==> config.mk <==
export PLATFORM = sky130hd
export DESIGN_NAME = mem_arbiter_flat
export DESIGN_NICKNAME = d
export VERILOG_FILES = /design/src/rtl/mem_arbiter_pkg.sv /design/src/rtl/mem_arbiter_if.sv /design/src/rtl/mem_arbiter_wait_counter.sv /design/src/rtl/mem_arbiter.sv /design/src/flat_wrapper.sv
export SDC_FILE = /design/constraint.sdc
export NUM_CORES = 1
export LEC_CHECK = 0
export ABC_AREA = 1
export CAP_MARGIN = 20
export CORE_MARGIN = 5
export CORE_UTILIZATION = 43
export DETAILED_ROUTE_END_ITERATION = 10
export GPL_TIMING_DRIVEN = 0
export HOLD_SLACK_MARGIN = 0.02
export PLACE_DENSITY_LB_ADDON = 0.12
export SETUP_SLACK_MARGIN = 0.3
export SLEW_MARGIN = 20
export SYNTH_ARGS = -nofsm -noshare
export SYNTH_HDL_FRONTEND = slang
export SYNTH_HIERARCHICAL = 1
export SYNTH_SLANG_ARGS = --single-unit
==> constraint.sdc <==
create_clock -name CLK -period 2.15 [get_ports CLK]
set_input_delay 0.5375 -clock CLK [delete_from_list [all_inputs] [get_ports CLK]]
set_output_delay 0.5375 -clock CLK [all_outputs]
set_load 0.05 [all_outputs]
==> src/rtl/mem_arbiter_pkg.sv <==
// Shared types for the instruction/data memory arbiter.
// Holds the FSM state encoding and the machine word type.
package mem_arbiter_pkg;

  typedef logic [31:0] word_t;

  typedef enum logic [1:0] {
    IDLE = 2'd0,
    IACC = 2'd1,
    DACC = 2'd2,
    TURN = 2'd3
  } arb_state_t;

endpackage

==> src/rtl/mem_arbiter_if.sv <==
// Bundle of requester-side and RAM-side signals around the memory arbiter.
// The slave modport is the arbiter's view; master is the surrounding system.
interface mem_arbiter_if;
  import mem_arbiter_pkg::*;

  logic  halt;
  logic  iREN;
  word_t iaddr;
  word_t iload;
  logic  ihit;
  logic  dREN;
  logic  dWEN;
  word_t daddr;
  word_t dstore;
  word_t dload;
  logic  dhit;
  logic  ramREN;
  logic  ramWEN;
  word_t ramaddr;
  word_t ramstore;
  word_t ramload;
  logic  ram_ack;
  logic  err;

  modport slave (
    input  halt, iREN, iaddr, dREN, dWEN, daddr, dstore, ramload, ram_ack,
    output iload, ihit, dload, dhit, ramREN, ramWEN, ramaddr, ramstore, err
  );

  modport master (
    output halt, iREN, iaddr, dREN, dWEN, daddr, dstore, ramload, ram_ack,
    input  iload, ihit, dload, dhit, ramREN, ramWEN, ramaddr, ramstore, err
  );

endinterface

==> src/rtl/mem_arbiter_wait_counter.sv <==
// Saturating up-counter with synchronous clear; flags when the count sits at LIMIT.
// Used both for the per-access timeout and for the fetch starvation guard.
module mem_arbiter_wait_counter #(
  parameter int LIMIT = 15
) (
  input  logic clk,
  input  logic rst,
  input  logic clr,
  input  logic en,
  output logic at_limit
);

  localparam int W = (LIMIT < 1) ? 1 : $clog2(LIMIT + 1);
  localparam logic [W-1:0] LIM = W'(LIMIT);

  logic [W-1:0] cnt;

  always_ff @(posedge clk) begin
    if (rst || clr) begin
      cnt <= '0;
    end else if (en && (cnt != LIM)) begin
      cnt <= cnt + W'(1);
    end
  end

  assign at_limit = (cnt == LIM);

endmodule

==> src/rtl/mem_arbiter.sv <==
// Serialises instruction fetches and data loads/stores onto one single-ported RAM.
// Registered FSM: IDLE grants, xACC drives the RAM, TURN shows the hit pulse.
module mem_arbiter
  import mem_arbiter_pkg::*;
#(
  parameter int TIMEOUT    = 16,
  parameter int STARVE_MAX = 4
) (
  input  logic         CLK,
  input  logic         RST,
  mem_arbiter_if.slave bus
);

  arb_state_t state;
  word_t      iload_r;
  word_t      dload_r;
  word_t      ramaddr_r;
  word_t      ramstore_r;
  logic       ihit_r;
  logic       dhit_r;
  logic       ramren_r;
  logic       ramwen_r;
  logic       err_r;

  logic in_acc;
  logic data_req;
  logic fetch_ok;
  logic force_fetch;
  logic dacc_grant;
  logic iacc_grant;
  logic wait_at_lim;
  logic starve_at_lim;

  assign in_acc      = (state == IACC) || (state == DACC);
  assign data_req    = bus.dREN || bus.dWEN;
  assign fetch_ok    = bus.iREN && !bus.halt;
  // A fetch starved for STARVE_MAX data grants jumps ahead of pending data.
  assign force_fetch = starve_at_lim && fetch_ok;
  assign dacc_grant  = (state == IDLE) && data_req && !force_fetch;
  assign iacc_grant  = (state == IDLE) && fetch_ok && !dacc_grant;

  mem_arbiter_wait_counter #(
    .LIMIT (TIMEOUT - 1)
  ) u_wait_cnt (
    .clk      (CLK),
    .rst      (RST),
    .clr      (!in_acc),
    .en       (in_acc && !bus.ram_ack),
    .at_limit (wait_at_lim)
  );

  mem_arbiter_wait_counter #(
    .LIMIT (STARVE_MAX)
  ) u_starve_cnt (
    .clk      (CLK),
    .rst      (RST),
    .clr      (iacc_grant || !bus.iREN),
    .en       (dacc_grant && bus.iREN),
    .at_limit (starve_at_lim)
  );

  always_ff @(posedge CLK) begin
    if (RST) begin
      state      <= IDLE;
      iload_r    <= '0;
      dload_r    <= '0;
      ramaddr_r  <= '0;
      ramstore_r <= '0;
      ihit_r     <= 1'b0;
      dhit_r     <= 1'b0;
      ramren_r   <= 1'b0;
      ramwen_r   <= 1'b0;
      err_r      <= 1'b0;
    end else begin
      ihit_r <= 1'b0;
      dhit_r <= 1'b0;
      case (state)
        IDLE: begin
          // Request fields are latched here so later requester changes are ignored.
          if (dacc_grant) begin
            state      <= DACC;
            ramwen_r   <= bus.dWEN;
            ramren_r   <= !bus.dWEN;
            ramaddr_r  <= bus.daddr;
            ramstore_r <= bus.dWEN ? bus.dstore : '0;
          end else if (iacc_grant) begin
            state      <= IACC;
            ramren_r   <= 1'b1;
            ramwen_r   <= 1'b0;
            ramaddr_r  <= bus.iaddr;
            ramstore_r <= '0;
          end
        end
        IACC, DACC: begin
          if (bus.ram_ack) begin
            if (state == IACC) begin
              iload_r <= bus.ramload;
              ihit_r  <= 1'b1;
            end else begin
              if (!ramwen_r) dload_r <= bus.ramload;
              dhit_r <= 1'b1;
            end
            state      <= TURN;
            ramren_r   <= 1'b0;
            ramwen_r   <= 1'b0;
            ramaddr_r  <= '0;
            ramstore_r <= '0;
          end else if (wait_at_lim) begin
            err_r      <= 1'b1;
            state      <= TURN;
            ramren_r   <= 1'b0;
            ramwen_r   <= 1'b0;
            ramaddr_r  <= '0;
            ramstore_r <= '0;
          end
        end
        // One dead cycle lets the requester drop the request it just got a hit for.
        TURN:    state <= IDLE;
        default: state <= IDLE;
      endcase
    end
  end

  assign bus.iload    = iload_r;
  assign bus.ihit     = ihit_r;
  assign bus.dload    = dload_r;
  assign bus.dhit     = dhit_r;
  assign bus.ramREN   = ramren_r;
  assign bus.ramWEN   = ramwen_r;
  assign bus.ramaddr  = ramaddr_r;
  assign bus.ramstore = ramstore_r;
  assign bus.err      = err_r;

endmodule
==> src/flat_wrapper.sv <==
// flat-port wrapper written by rule: the top's interface ports become plain ports
module mem_arbiter_flat import mem_arbiter_pkg::*;
#(
  parameter int TIMEOUT    = 16,
  parameter int STARVE_MAX = 4
)
  (CLK, RST, bus_halt, bus_iREN, bus_iaddr, bus_dREN, bus_dWEN, bus_daddr, bus_dstore, bus_ramload, bus_ram_ack, bus_iload, bus_ihit, bus_dload, bus_dhit, bus_ramREN, bus_ramWEN, bus_ramaddr, bus_ramstore, bus_err);
  mem_arbiter_if bus_i ();
  input  logic CLK;
  input  logic RST;
  input wire logic [$bits(bus_i.halt)-1:0] bus_halt;
  input wire logic [$bits(bus_i.iREN)-1:0] bus_iREN;
  input wire logic [$bits(bus_i.iaddr)-1:0] bus_iaddr;
  input wire logic [$bits(bus_i.dREN)-1:0] bus_dREN;
  input wire logic [$bits(bus_i.dWEN)-1:0] bus_dWEN;
  input wire logic [$bits(bus_i.daddr)-1:0] bus_daddr;
  input wire logic [$bits(bus_i.dstore)-1:0] bus_dstore;
  input wire logic [$bits(bus_i.ramload)-1:0] bus_ramload;
  input wire logic [$bits(bus_i.ram_ack)-1:0] bus_ram_ack;
  output wire logic [$bits(bus_i.iload)-1:0] bus_iload;
  output wire logic [$bits(bus_i.ihit)-1:0] bus_ihit;
  output wire logic [$bits(bus_i.dload)-1:0] bus_dload;
  output wire logic [$bits(bus_i.dhit)-1:0] bus_dhit;
  output wire logic [$bits(bus_i.ramREN)-1:0] bus_ramREN;
  output wire logic [$bits(bus_i.ramWEN)-1:0] bus_ramWEN;
  output wire logic [$bits(bus_i.ramaddr)-1:0] bus_ramaddr;
  output wire logic [$bits(bus_i.ramstore)-1:0] bus_ramstore;
  output wire logic [$bits(bus_i.err)-1:0] bus_err;
  assign bus_i.halt = bus_halt;
  assign bus_i.iREN = bus_iREN;
  assign bus_i.iaddr = bus_iaddr;
  assign bus_i.dREN = bus_dREN;
  assign bus_i.dWEN = bus_dWEN;
  assign bus_i.daddr = bus_daddr;
  assign bus_i.dstore = bus_dstore;
  assign bus_i.ramload = bus_ramload;
  assign bus_i.ram_ack = bus_ram_ack;
  assign bus_iload = bus_i.iload;
  assign bus_ihit = bus_i.ihit;
  assign bus_dload = bus_i.dload;
  assign bus_dhit = bus_i.dhit;
  assign bus_ramREN = bus_i.ramREN;
  assign bus_ramWEN = bus_i.ramWEN;
  assign bus_ramaddr = bus_i.ramaddr;
  assign bus_ramstore = bus_i.ramstore;
  assign bus_err = bus_i.err;
  mem_arbiter #(.TIMEOUT(TIMEOUT), .STARVE_MAX(STARVE_MAX)) u_core (.CLK(CLK), .RST(RST), .bus(bus_i));
endmodule
* Word level (Yosys, flattened, before mapping)
Index checks and enable logic that the tools add are counted.
** Storage, ports and cells
- Register bits :: 142
- Input port bits :: 135
- Output and inout port bits :: 133
** Operators by class
- Add/subtract/negate cells :: 2
- Bitwise logic cells :: 4
- Multiplexer cells :: 24
- Equal/unequal tests :: 9
- Reduce and logical (&&, ||, !) cells :: 31
** Operator list (count)
- $mux 32 :: 7
- $pmux 32 s2 :: 2
- $logic_and 1x1->1 :: 10
- $reduce_and 3->1 :: 3
- $mux 1 :: 8
- $mux 2 :: 4
- $logic_not 1->1 :: 7
- $ne 3x3->1 const B :: 2
- $pmux 2 s3 :: 1
- $logic_or 1x1->1 :: 5
- $add 4x1->4 const B :: 1
- $eq 2x2->1 const B :: 2
- $eq 4x4->1 const B :: 1
- $ne 4x4->1 const B :: 1
- $not 1->1 :: 4
- $pmux 1 s2 :: 2
- $reduce_and 4->1 :: 1
- $add 3x1->3 const B :: 1
- $eq 3x3->1 const B :: 1
- $ne 3x1->1 const B :: 1
- $reduce_or 3->1 :: 1
- $eq 2x1->1 const B :: 1
- $logic_not 2->1 :: 1
- $reduce_and 2->1 :: 1
- other kinds (2) :: 2

* Logic depth before layout (Yosys ltp)
Gate-level depths: netlist of the first run.
- Word-level depth :: 10
- Mapped depth :: 14

* Hierarchy
The synthesis of the first run kept the hierarchy.
** Modules (own cells, without submodules)
- mem_arbiter :: seq. area each 2702.6 um^2, instances 1, area each 5919.4 um^2, cells an instance 860
- mem_arbiter_wait_counter (u_core.u_wait_cnt) :: seq. area each 80.1 um^2, instances 1, area each 200.2 um^2, cells an instance 29
- mem_arbiter_wait_counter (u_core.u_starve_cnt) :: seq. area each 60.1 um^2, instances 1, area each 175.2 um^2, cells an instance 27

* Worst setup path before layout of the first run
OpenSTA, ideal clock, no wires.
- Path type :: register to register
- Start :: reg u_core.u_starve_cnt.cnt[0]
- End :: reg u_core.u_starve_cnt.cnt[2]
- Library setup time :: 0.113 ns
- Period minus slack after synthesis :: 1.816 ns
- Stages on the path, launching flop included :: 15
- Arrival :: 1.703 ns
- Slack :: 0.334 ns
- Required time :: 2.037 ns
- Cell sequence :: dfxtp_1 > inv_1 > ha_1 > nand2_2 > inv_1 > nand3_1 > nand2_2 > buf_6 > buf_6 > nor2_1 > nand2_1 > inv_1 > nand2_1 > nand2_1 > nor2_1
** On the way
- Cells in the longest elaborated chain, start to end :: 8
- Elaborated cells on any way between the ends :: 12
- Classes of those cells :: 1 x add/sub; 2 x eq/ne; 9 x reduce/logical
** Ends and longest elaborated chain
- start: declaration :: RTL line mem_arbiter_wait_counter.sv:16 : logic [W-1:0] cnt;
- start signal: assignment :: RTL line mem_arbiter_wait_counter.sv:22 : cnt <= cnt + W'(1);
- $eq 3x3->1 * :: RTL line mem_arbiter_wait_counter.sv:26 : assign at_limit = (cnt == LIM);
- via u_core.starve_at_lim :: RTL line mem_arbiter.sv:32 : logic starve_at_lim;
- $logic_and 1x1->1 * :: RTL line mem_arbiter.sv:38 : assign force_fetch = starve_at_lim && fetch_ok;
- $logic_not 1->1 * :: RTL line mem_arbiter.sv:39 : assign dacc_grant = (state == IDLE) && data_req && !force_fetch;
- $logic_and 1x1->1 * :: RTL line mem_arbiter.sv:39
- $logic_not 1->1 :: RTL line mem_arbiter.sv:40 : assign iacc_grant = (state == IDLE) && fetch_ok && !dacc_grant;
- $logic_and 1x1->1 :: RTL line mem_arbiter.sv:40
- $logic_or 1x1->1 :: RTL line mem_arbiter.sv:57 : .clr (iacc_grant || !bus.iREN),
- $logic_or 1x1->1 :: RTL line mem_arbiter_wait_counter.sv:19 : if (rst || clr) begin
The timed path passes the listed nets; every way through them passes the cells marked *.
A chain may end at the register's enable or synchronous reset.

* Worst setup path after layout of the first run
- Start :: reg u_core.ramaddr_r[18] (netlist: u_core/bus.ramaddr[18])
- End :: out bus_ramaddr[18]
** RTL lines
- start: declaration :: RTL line mem_arbiter.sv:17 : word_t ramaddr_r;
- start signal: assignment :: RTL line mem_arbiter.sv:84 : ramaddr_r <= bus.daddr;
- start signal: assignment :: RTL line mem_arbiter.sv:90 : ramaddr_r <= bus.iaddr;
- end: declaration :: RTL line flat_wrapper.sv:26 : output wire logic [$bits(bus_i.ramaddr)-1:0] bus_ramaddr;
No word-level cell between the ends.

==> results.cfg, run 1 <==
[timing]
drv_slew = 0
finalHoldViolCount = 0
timing.fmax_mhz = 550.8
rsz0062_at_grt = true
max_slew.worst_pin.slew_ns = 0.5625
fin_crit_ns = 1.816
fin_ws_ns = 0.3343
setup_violations = 0
skew_ns = 0.009998
finalHoldWorstSlack_ns = 0.4573
slew_headroom_pct = 62.50
fin_crit_sh_pct = 84.45

[placement]
hpwl_um = 15260
preCtsSetupSlack_ns = -0.3293
numPortBuffers = 266
routabilityCongestion = 0.8291
placed_cell_area_um2 = 9188

[floorplanning]
die_area_um2 = 17160
coreArea_um2 = 14420
initial_core_util_pct = 43.64
die_h_um = 131.0
die-width_um = 131.0
ios = 268
rows = 44

[critical_path]
r2r.worst_path.cells = 6
reg2reg_to = u_core/bus.ramaddr[26]$_SDFFE_PP0P_
path_class = reg2out
r2r_slack_ns = 0.36
arrival_ns = 1.28
path_delay_family = buffers and inverters
crit_chain = dlygate4sd2_1
crit_buf_inv = 1
cp-start-kind = flip-flop
cp-end-kind = output pin
slowest_delay_ns = 0.53
crit_slowest_cell = dlygate4sd2_1
cp_max_fo = 2
cp.required_ns = 1.61
rr_startpoint = u_core/state[0]$_SDFFE_PP0P_

[finish]
mostFrequentLayoutCell = nand2_1
final_util_pct = 67.29
stdcell_area_um2 = 9706
final_layout_size_suffix_gt1_share_pct = 10.99
nets = 1349
n_antenna_cell = 0
layout_common_cells = 212 x nand2_1, 184 x nor2_1, 140 x dfxtp_1
areaGrowthSynthToFinish_pct = 54.18

[logic_synthesis]
syn_avg_cell_area_um2 = 6.872
synth_seq_cells = 142
synth_seq_area_share_pct = 45.16
synth_fp_nets = 1057
ys.warnings.count = 6
synth_cells = 916
netlist_area_um2 = 6295
yosysUniqueCellTypes = 22

[grt]
grt_max_degree = 17
grt_pass1_vias = 6155
antenna_found_initial = 1
overflow = 0
grt_pass1_wl_um = 30830
track_usage_pct = 22.85

[drt]
wirelength_um = 20430
drc = 0
drtIter0Drc = 263
ant_nets = 0
avgViaCountPerCell = 4.753
dr.pass1.iters = 5
vias = 6668
wl_per_cell_um = 14.56

[clock_tree]
clock-root-buffer = clkbuf_16
clkLatencyLatePin_ns = 0.42
htree_levels = 4
cts_inserted_buffers = 17
cts.path.max_buffers = 2
path_clk_slew_ns = 0.06
hold_buffers = 0
clkSinkCount = 142
cts_tree = yes

[worst_hold_path]
min_path_cells = 2
hp-start = u_core/bus.ramstore[25]$_SDFFE_PP0P_
min_to = u_core/bus.ramstore[25]$_SDFFE_PP0P_
hp-class = reg2reg

[power_and_ir_drop]
power_density_nw_per_um2 = 1533
total_power_w = 0.01488
ir_drop_mv = 0.7590
p_leak_nw = 4.363

[job]
cap_violations = 0

[outcome]
status = complete, no violations
-- flip-flops by register name, indices dropped and copies added, names as in the netlist --
register	count
u_core/bus.dhit	1
u_core/bus.dload	32
u_core/bus.iload	32
u_core/bus.ihit	1
u_core/u_wait_cnt/cnt	4
u_core/bus.ramWEN	1
u_core/u_starve_cnt/cnt	3
u_core/bus.ramREN	1
u_core/bus.ramstore	32
u_core/state	2
u_core/bus.ramaddr	32
u_core/bus.err	1
-- Yosys cell counts --
cell | number | area share, %
nor2_1 | 186 | 11
buf_6 | 9 | 1.6
buf_2 | 10 | 0.80
ha_1 | 6 | 1.2
o31ai_1 | 1 | 0.12
nand3_1 | 37 | 2.9
nor3_2 | 1 | 0.16
nor3_1 | 2 | 0.16
dfxtp_1 | 142 | 45
nand4_1 | 1 | 0.099
clkinv_1 | 1 | 0.060
nor2_8 | 2 | 0.64
nand2_2 | 3 | 0.30
o21ai_0 | 69 | 5.5
nand3_2 | 3 | 0.48
inv_2 | 4 | 0.24
inv_1 | 83 | 4.9
nand3b_1 | 32 | 3.8
buf_1 | 1 | 0.060
nand2_1 | 213 | 13
a21oi_1 | 70 | 5.6
clkbuf_1 | 40 | 2.4
-- worst max-delay path by stage --
stage,startpoint,end,cells after the start
2_1_floorplan,u_core/u_starve_cnt/cnt[0]$_SDFFE_PP0P_,u_core/u_starve_cnt/cnt[2]$_SDFFE_PP0P_,14
3_3_place_gp,bus_halt,u_core/u_starve_cnt/cnt[2]$_SDFFE_PP0P_,12
3_5_place_dp,bus_halt,u_core/u_starve_cnt/cnt[2]$_SDFFE_PP0P_,12
4_1_cts,u_core/u_starve_cnt/cnt[0]$_SDFFE_PP0P_,u_core/u_starve_cnt/cnt[2]$_SDFFE_PP0P_,14
5_1_grt,u_core/u_starve_cnt/cnt[0]$_SDFFE_PP0P_,u_core/u_starve_cnt/cnt[2]$_SDFFE_PP0P_,14
6_report,u_core/bus.ramaddr[18]$_SDFFE_PP0P_,bus_ramaddr[18],1
-- area by class of cell --
class / instances / area (µm²)
Fill cell: 1343 / 4718
Multi-Input combinational cell: 626 / 2873
Sequential cell: 142 / 2845
Timing Repair Buffer: 274 / 2539
Clock buffer: 17 / 425.4
Buffer: 59 / 342.8
Inverter: 88 / 331.6
Tap cell: 184 / 230.2
Clock inverter: 13 / 118.9
-- logic make-up (layout without fill, tap and decap cells) --
| family | count (synthesis) | count (layout) | synth area share, % |
|---|---|---|---|
| AOI/OAI and AO/OA | 140 | 140 | 11.17 |
| buffers and inverters | 148 | 451 | 10.10 |
| DFF | 142 | 142 | 45.16 |
| adders and majority gates | 6 | 6 | 1.193 |
| and+or+nand+nor | 480 | 480 | 32.38 |
-- routing by layer --
metal  up-vias  GRT usage (%)  share of wire, %
met1      2953          26.62                40
met3        33          9.146                11
li1       3438              -                 -
met2       242          37.60                47
met5         -              0             0.064
met4         2          9.014               2.2
-- per-stage QoR --
stage | instances | setup TNS [ns]
after floorplan | 916 | 0
after global placement | 1366 | -12.26
after detailed placement | 1366 | -15.27
after CTS | 1396 | 0
after global routing | 1403 | 0
final | 1403 | 0
-- power breakdown --
group,switching [W],internal [W],total (W),leakage [nW]
Combinational,0.00592,0.00254,0.00846,2.95
Clock,0.00115,0.00158,0.00273,0.246
Sequential,0.000326,0.00336,0.00369,1.16
-- what timing repair did --
item,in CTS,in global routing
endpoints found under the hold margin,0,0
gates cloned,0,0
buffers inserted,0,8
endpoints found under the setup margin,217,193
gates resized for setup,204,134
pin swaps,1,7
Power figures use the tool's default switching activity.
==> run 2, diff against run 1 <==
==> constraint.sdc (replaced) <==
create_clock -name CLK -period 1.71 [get_ports CLK]
set_input_delay 0.4275 -clock CLK [delete_from_list [all_inputs] [get_ports CLK]]
set_output_delay 0.4275 -clock CLK [all_outputs]
set_load 0.05 [all_outputs]
==> run 2 against run 1 <==
Largest cell class unchanged; clock power up 28%; highest routed layer unchanged; largest power group unchanged; non-clock buffer count increased by 61; flip-flop and latch count stayed put; combinational power grew 100%; core utilization up 13 points.
==> results.cfg, run 2 (synthesis gave the netlist of run 1 again) <==
[outcome]
status = complete, no violations

[floorplanning]
die-width_um = 131.0
coreArea_um2 = 14420
die_area_um2 = 17160
rows = 44
initial_core_util_pct = 43.64
ios = 268
die_h_um = 131.0

[critical_path]
r2r.worst_path.cells = 12
r2r_slack_ns = 0.05
cp-start-kind = flip-flop
cp.required_ns = 2.06
cp-end-kind = flip-flop
rr_startpoint = u_core/u_starve_cnt/cnt[0]$_SDFFE_PP0P_
arrival_ns = 2.01
cp_max_fo = 6
reg2reg_to = u_core/bus.ramaddr[8]$_SDFFE_PP0P_
path_class = reg2reg

[power_and_ir_drop]
p_leak_nw = 5.181
ir_drop_mv = 1.031
power_density_nw_per_um2 = 2180
total_power_w = 0.02523

[timing]
slew_headroom_pct = 67.12
rsz0062_at_grt = true
fin_ws_ns = 0.05382
setup_violations = 0
fin_crit_ns = 1.656
max_slew.worst_pin.slew_ns = 0.4932
skew_ns = 0.006724
finalHoldViolCount = 0
fin_crit_sh_pct = 96.85
drv_slew = 0
timing.fmax_mhz = 603.8

[placement]
placed_cell_area_um2 = 9335
numPortBuffers = 266
hpwl_um = 15450
dp.cells = 1366
preCtsSetupSlack_ns = -0.5597
routabilityCongestion = 0.8378

[grt]
grt_max_degree = 17
antenna_found_initial = 1
grt_pass1_wl_um = 33060
track_usage_pct = 24.51
grt_pass1_vias = 6467
overflow = 0

[worst_hold_path]
hp-class = in2reg
hp-start = bus_dWEN
min_path_cells = 5
min_to = u_core/bus.ramstore[2]$_SDFFE_PP0P_

[clock_tree]
cts.path.max_buffers = 2
clkLatencyLatePin_ns = 0.42
cts_inserted_buffers = 17
cts_tree = yes
clkSinkCount = 142
clock-root-buffer = clkbuf_16
path_clk_slew_ns = 0.06
htree_levels = 4

[finish]
stdcell_area_um2 = 11570
n_antenna_cell = 0
layout_common_cells = 155 x nor2_1, 152 x nand2_1, 129 x clkdlybuf4s50_1
final_layout_size_suffix_gt1_share_pct = 37.27
mostFrequentLayoutCell = nor2_1
final_cells = 1464
areaGrowthSynthToFinish_pct = 83.88
nets = 1410

[drt]
vias = 7362
ant_nets = 0
drtIter0Drc = 554
wirelength_um = 24930
avgViaCountPerCell = 5.029
drc = 0
wl_per_cell_um = 17.03
dr.pass1.iters = 5

[job]
cap_violations = 0
## run 2: per-stage QoR
stage          utilization, %  hold WS, ns  setup TNS (ns)
6_report                80.25       0.3619               0
5_1_grt                 80.25       0.4070        -0.06177
4_1_cts                 70.76       0.3548               0
3_5_place_dp            64.72       0.4505          -53.96
3_3_place_gp            64.72       0.4440          -52.11
2_1_floorplan               -       0.4707               0
## run 2: worst max path at each step
stage | startpoint | to | slack, ns
CTS | u_core/bus.ramWEN$_SDFFE_PP0P_ | bus_ramWEN | 0.12
floorplan | u_core/u_starve_cnt/cnt[0]$_SDFFE_PP0P_ | u_core/u_starve_cnt/cnt[2]$_SDFFE_PP0P_ | 0.20
finish | u_core/u_starve_cnt/cnt[0]$_SDFFE_PP0P_ | u_core/bus.ramaddr[8]$_SDFFE_PP0P_ | 0.05
global placement | RST | u_core/bus.ramaddr[18]$_SDFFE_PP0P_ | -0.55
global route | u_core/u_wait_cnt/cnt[0]$_SDFFE_PP0P_ | u_core/bus.ramaddr[8]$_SDFFE_PP0P_ | -0.04
detailed placement | RST | u_core/bus.ramaddr[19]$_SDFFE_PP0P_ | -0.56
## run 2: power by group
part | internal, W | switching (W) | leakage, nW | total, W
Combinational | 0.00718 | 0.00968 | 3.74 | 0.0169
Sequential | 0.00427 | 0.000597 | 1.18 | 0.00487
Clock | 0.00205 | 0.00144 | 0.260 | 0.00350
## run 2: routing by layer
| layer | global-route usage [%] | wire, µm | vias to the layer above |
|---|---|---|---|
| li1 | - | - | 3580 |
| met1 | 29.12 | 9319 | 3443 |
| met2 | 41.46 | 12470 | 282 |
| met3 | 8.740 | 2526 | 55 |
| met4 | 7.683 | 606 | 2 |
| met5 | 0 | 7 | - |
## run 2: critical path, cell delays in order, from the launching register on
cell and delay [ns]:
dfxtp_2 0.33, inv_2 0.04, ha_4 0.16, nand2_4 0.06, inv_2 0.04, nand3_4 0.11, nand2_4 0.08, buf_12 0.15
buf_6 0.12, buf_6 0.12, nand2_1 0.09, nand3_1 0.12, a21oi_1 0.16
## run 2: final cells by class
cell class | count | area [µm²]
Timing Repair Buffer | 334 | 3477
Multi-Input combinational cell | 626 | 3456
Sequential cell | 142 | 2892
Fill cell | 933 | 2849
Buffer | 60 | 590.6
Clock buffer | 20 | 456.7
Inverter | 88 | 380.4
Tap cell | 184 | 230.2
Clock inverter | 10 | 92.59
## run 2: timing repair
| item | 4_1_cts | 5_1_grt |
|---|---|---|
| hold buffers | 0 | 0 |
| cloned | 7 | 9 |
| endpoints found under the setup margin | 274 | 230 |
| resized for setup | 900 | 346 |
| pin swaps | 14 | 32 |
| buffers inserted | 30 | 22 |
==> run 3, diff against run 2 <==
--- a/config.mk
+++ b/config.mk
@@ -7,6 +7,7 @@
 export LEC_CHECK = 0
 export ABC_AREA = 1
 export CAP_MARGIN = 20
+export CORE_ASPECT_RATIO = 0.7
 export CORE_MARGIN = 5
 export CORE_UTILIZATION = 43
 export DETAILED_ROUTE_END_ITERATION = 10
==> run 3 against run 2 <==
Clock-buffer cell count down 2; sequential power up 1%; cell area up 2.8%.
==> results.cfg, run 3 (synthesis gave the netlist of run 1 again) <==
[outcome]
status = complete, no violations

[finish]
stdcell_area_um2 = 11900
areaGrowthSynthToFinish_pct = 89.07
multi_input_area_um2 = 3834
final_layout_size_suffix_gt1_share_pct = 40.67
seq_area_um2 = 2905
nets = 1389
mostFrequentLayoutCell = nor2_1
n_antenna_cell = 0
n_fill_cell = 897
layout_common_cells = 150 x nor2_1, 144 x nand2_1, 130 x clkdlybuf4s50_1

[clock_tree]
clkLatencyLatePin_ns = 0.41
cts_tree = yes
htree_levels = 4
clock-root-buffer = clkbuf_16
cts_inserted_buffers = 17
hold_buffers = 0
cts.path.max_buffers = 2
clkSinkCount = 142
path_clk_slew_ns = 0.06

[timing]
finalHoldViolCount = 0
finalHoldWorstSlack_ns = 0.3976
fin_ws_ns = 0.01360
max_slew.worst_pin.slew_ns = 0.7310
fin_crit_sh_pct = 99.20
slew_headroom_pct = 51.27
rsz0062_at_grt = true
finalSetupTns_ns = 0
setup_violations = 0
fin_crit_ns = 1.696
skew_ns = 0.008061
drv_slew = 0
timing.fmax_mhz = 589.5

[placement]
hpwl_um = 15480
routabilityCongestion = 0.8239
preCtsSetupSlack_ns = -0.6714
placed_cell_area_um2 = 9349
numPortBuffers = 266

[critical_path]
cp.required_ns = 2.04
cp-end-kind = flip-flop
cp-start-kind = flip-flop
arrival_ns = 2.03
cp_max_fo = 10
path_class = reg2reg
r2r.worst_path.cells = 6

[drt]
avgViaCountPerCell = 5.077
wl_per_cell_um = 17.48
drc = 0
vias = 7382
wirelength_um = 25410
dr.pass1.iters = 5
drtIter0Drc = 576
ant_nets = 0

[grt]
grt_pass1_vias = 6493
grt_pass1_wl_um = 33890
antenna_found_initial = 0
track_usage_pct = 24.43
grt_max_degree = 17
overflow = 0

[worst_hold_path]
min_path_cells = 5
hp-class = in2reg

[power_and_ir_drop]
p_leak_nw = 5.359
total_power_w = 0.02569
ir_drop_mv = 1.059
power_density_nw_per_um2 = 2159

[floorplanning]
initial_core_util_pct = 43.30
ios = 268
die_h_um = 111.2
die-width_um = 154.6
die_area_um2 = 17200
coreArea_um2 = 14540
rows = 37

[job]
cap_violations = 0
## run 3: changes by cell type in the layout (fill, tap and decap cells not counted), sizes merged, moves of 2 or more
cell          before  now
bufinv             1    5
dlymetal6s2s       2    0
buf              227  206
inv               87   89
clkinvlp           4    0
## run 3: layout make-up
class / instances / area share [%]
multi-input cells: 626 / 32.21
clock buffers: 18 / 3.690
inverters: 88 / 3.049
plain buffers: 60 / 4.889
well taps: 195 / 2.050
repair buffers: 313 / 27.93
flip-flops and latches: 142 / 24.41
clock inverters: 12 / 1.766
## run 3: routing by layer
metal | vias up | global-route usage, % | wire length (µm)
met5 | - | 0 | 0
met4 | 0 | 7.118 | 684
met3 | 63 | 8.701 | 2368
met2 | 334 | 38.20 | 12070
met1 | 3449 | 31.79 | 10290
li1 | 3536 | - | -
## run 3: critical path: stages, from the launching register on
cell and delay (ns):
dfxtp_2 0.35, inv_2 0.06, ha_4 0.28, inv_6 0.12, clkbuf_1 0.46, nand2_1 0.18
a21oi_2 0.17
## run 3: power breakdown
| group | internal, W | switching, W |
|---|---|---|
| logic | 0.00672 | 0.00991 |
| registers | 0.00428 | 0.000642 |
| clock network | 0.00264 | 0.00150 |
| total | 0.0136 | 0.0121 |
## run 3: worst paths after layout
check / startpoint / to / slack (ns)
hold reg to reg: u_core/bus.ramstore[28]$_SDFFE_PP0P_ / u_core/bus.ramstore[28]$_SDFFE_PP0P_ / 0.47
hold / removal: bus_dWEN / u_core/bus.ramstore[1]$_SDFFE_PP0P_ / 0.40
setup / recovery: u_core/state[0]$_SDFFE_PP0P_ / u_core/bus.ramstore[7]$_SDFFE_PP0P_ / 0.01
setup reg to reg: u_core/state[0]$_SDFFE_PP0P_ / u_core/bus.ramstore[7]$_SDFFE_PP0P_ / 0.01
## run 3: timing repair
| item | in CTS | in global routing |
|---|---|---|
| setup buffers | 17 | 18 |
| setup endpoints to repair | 274 | 235 |
| resized for setup | 860 | 479 |
| gates cloned | 5 | 7 |
| pin swaps | 6 | 64 |
## run 3: stage by stage
| stage | util (%) | std cells |
|---|---|---|
| after floorplan | - | 916 |
| after global placement | 64.31 | 1377 |
| after detailed placement | 64.31 | 1377 |
| after CTS | 69.37 | 1429 |
| after global routing | 81.87 | 1454 |
| final | 81.87 | 1454 |
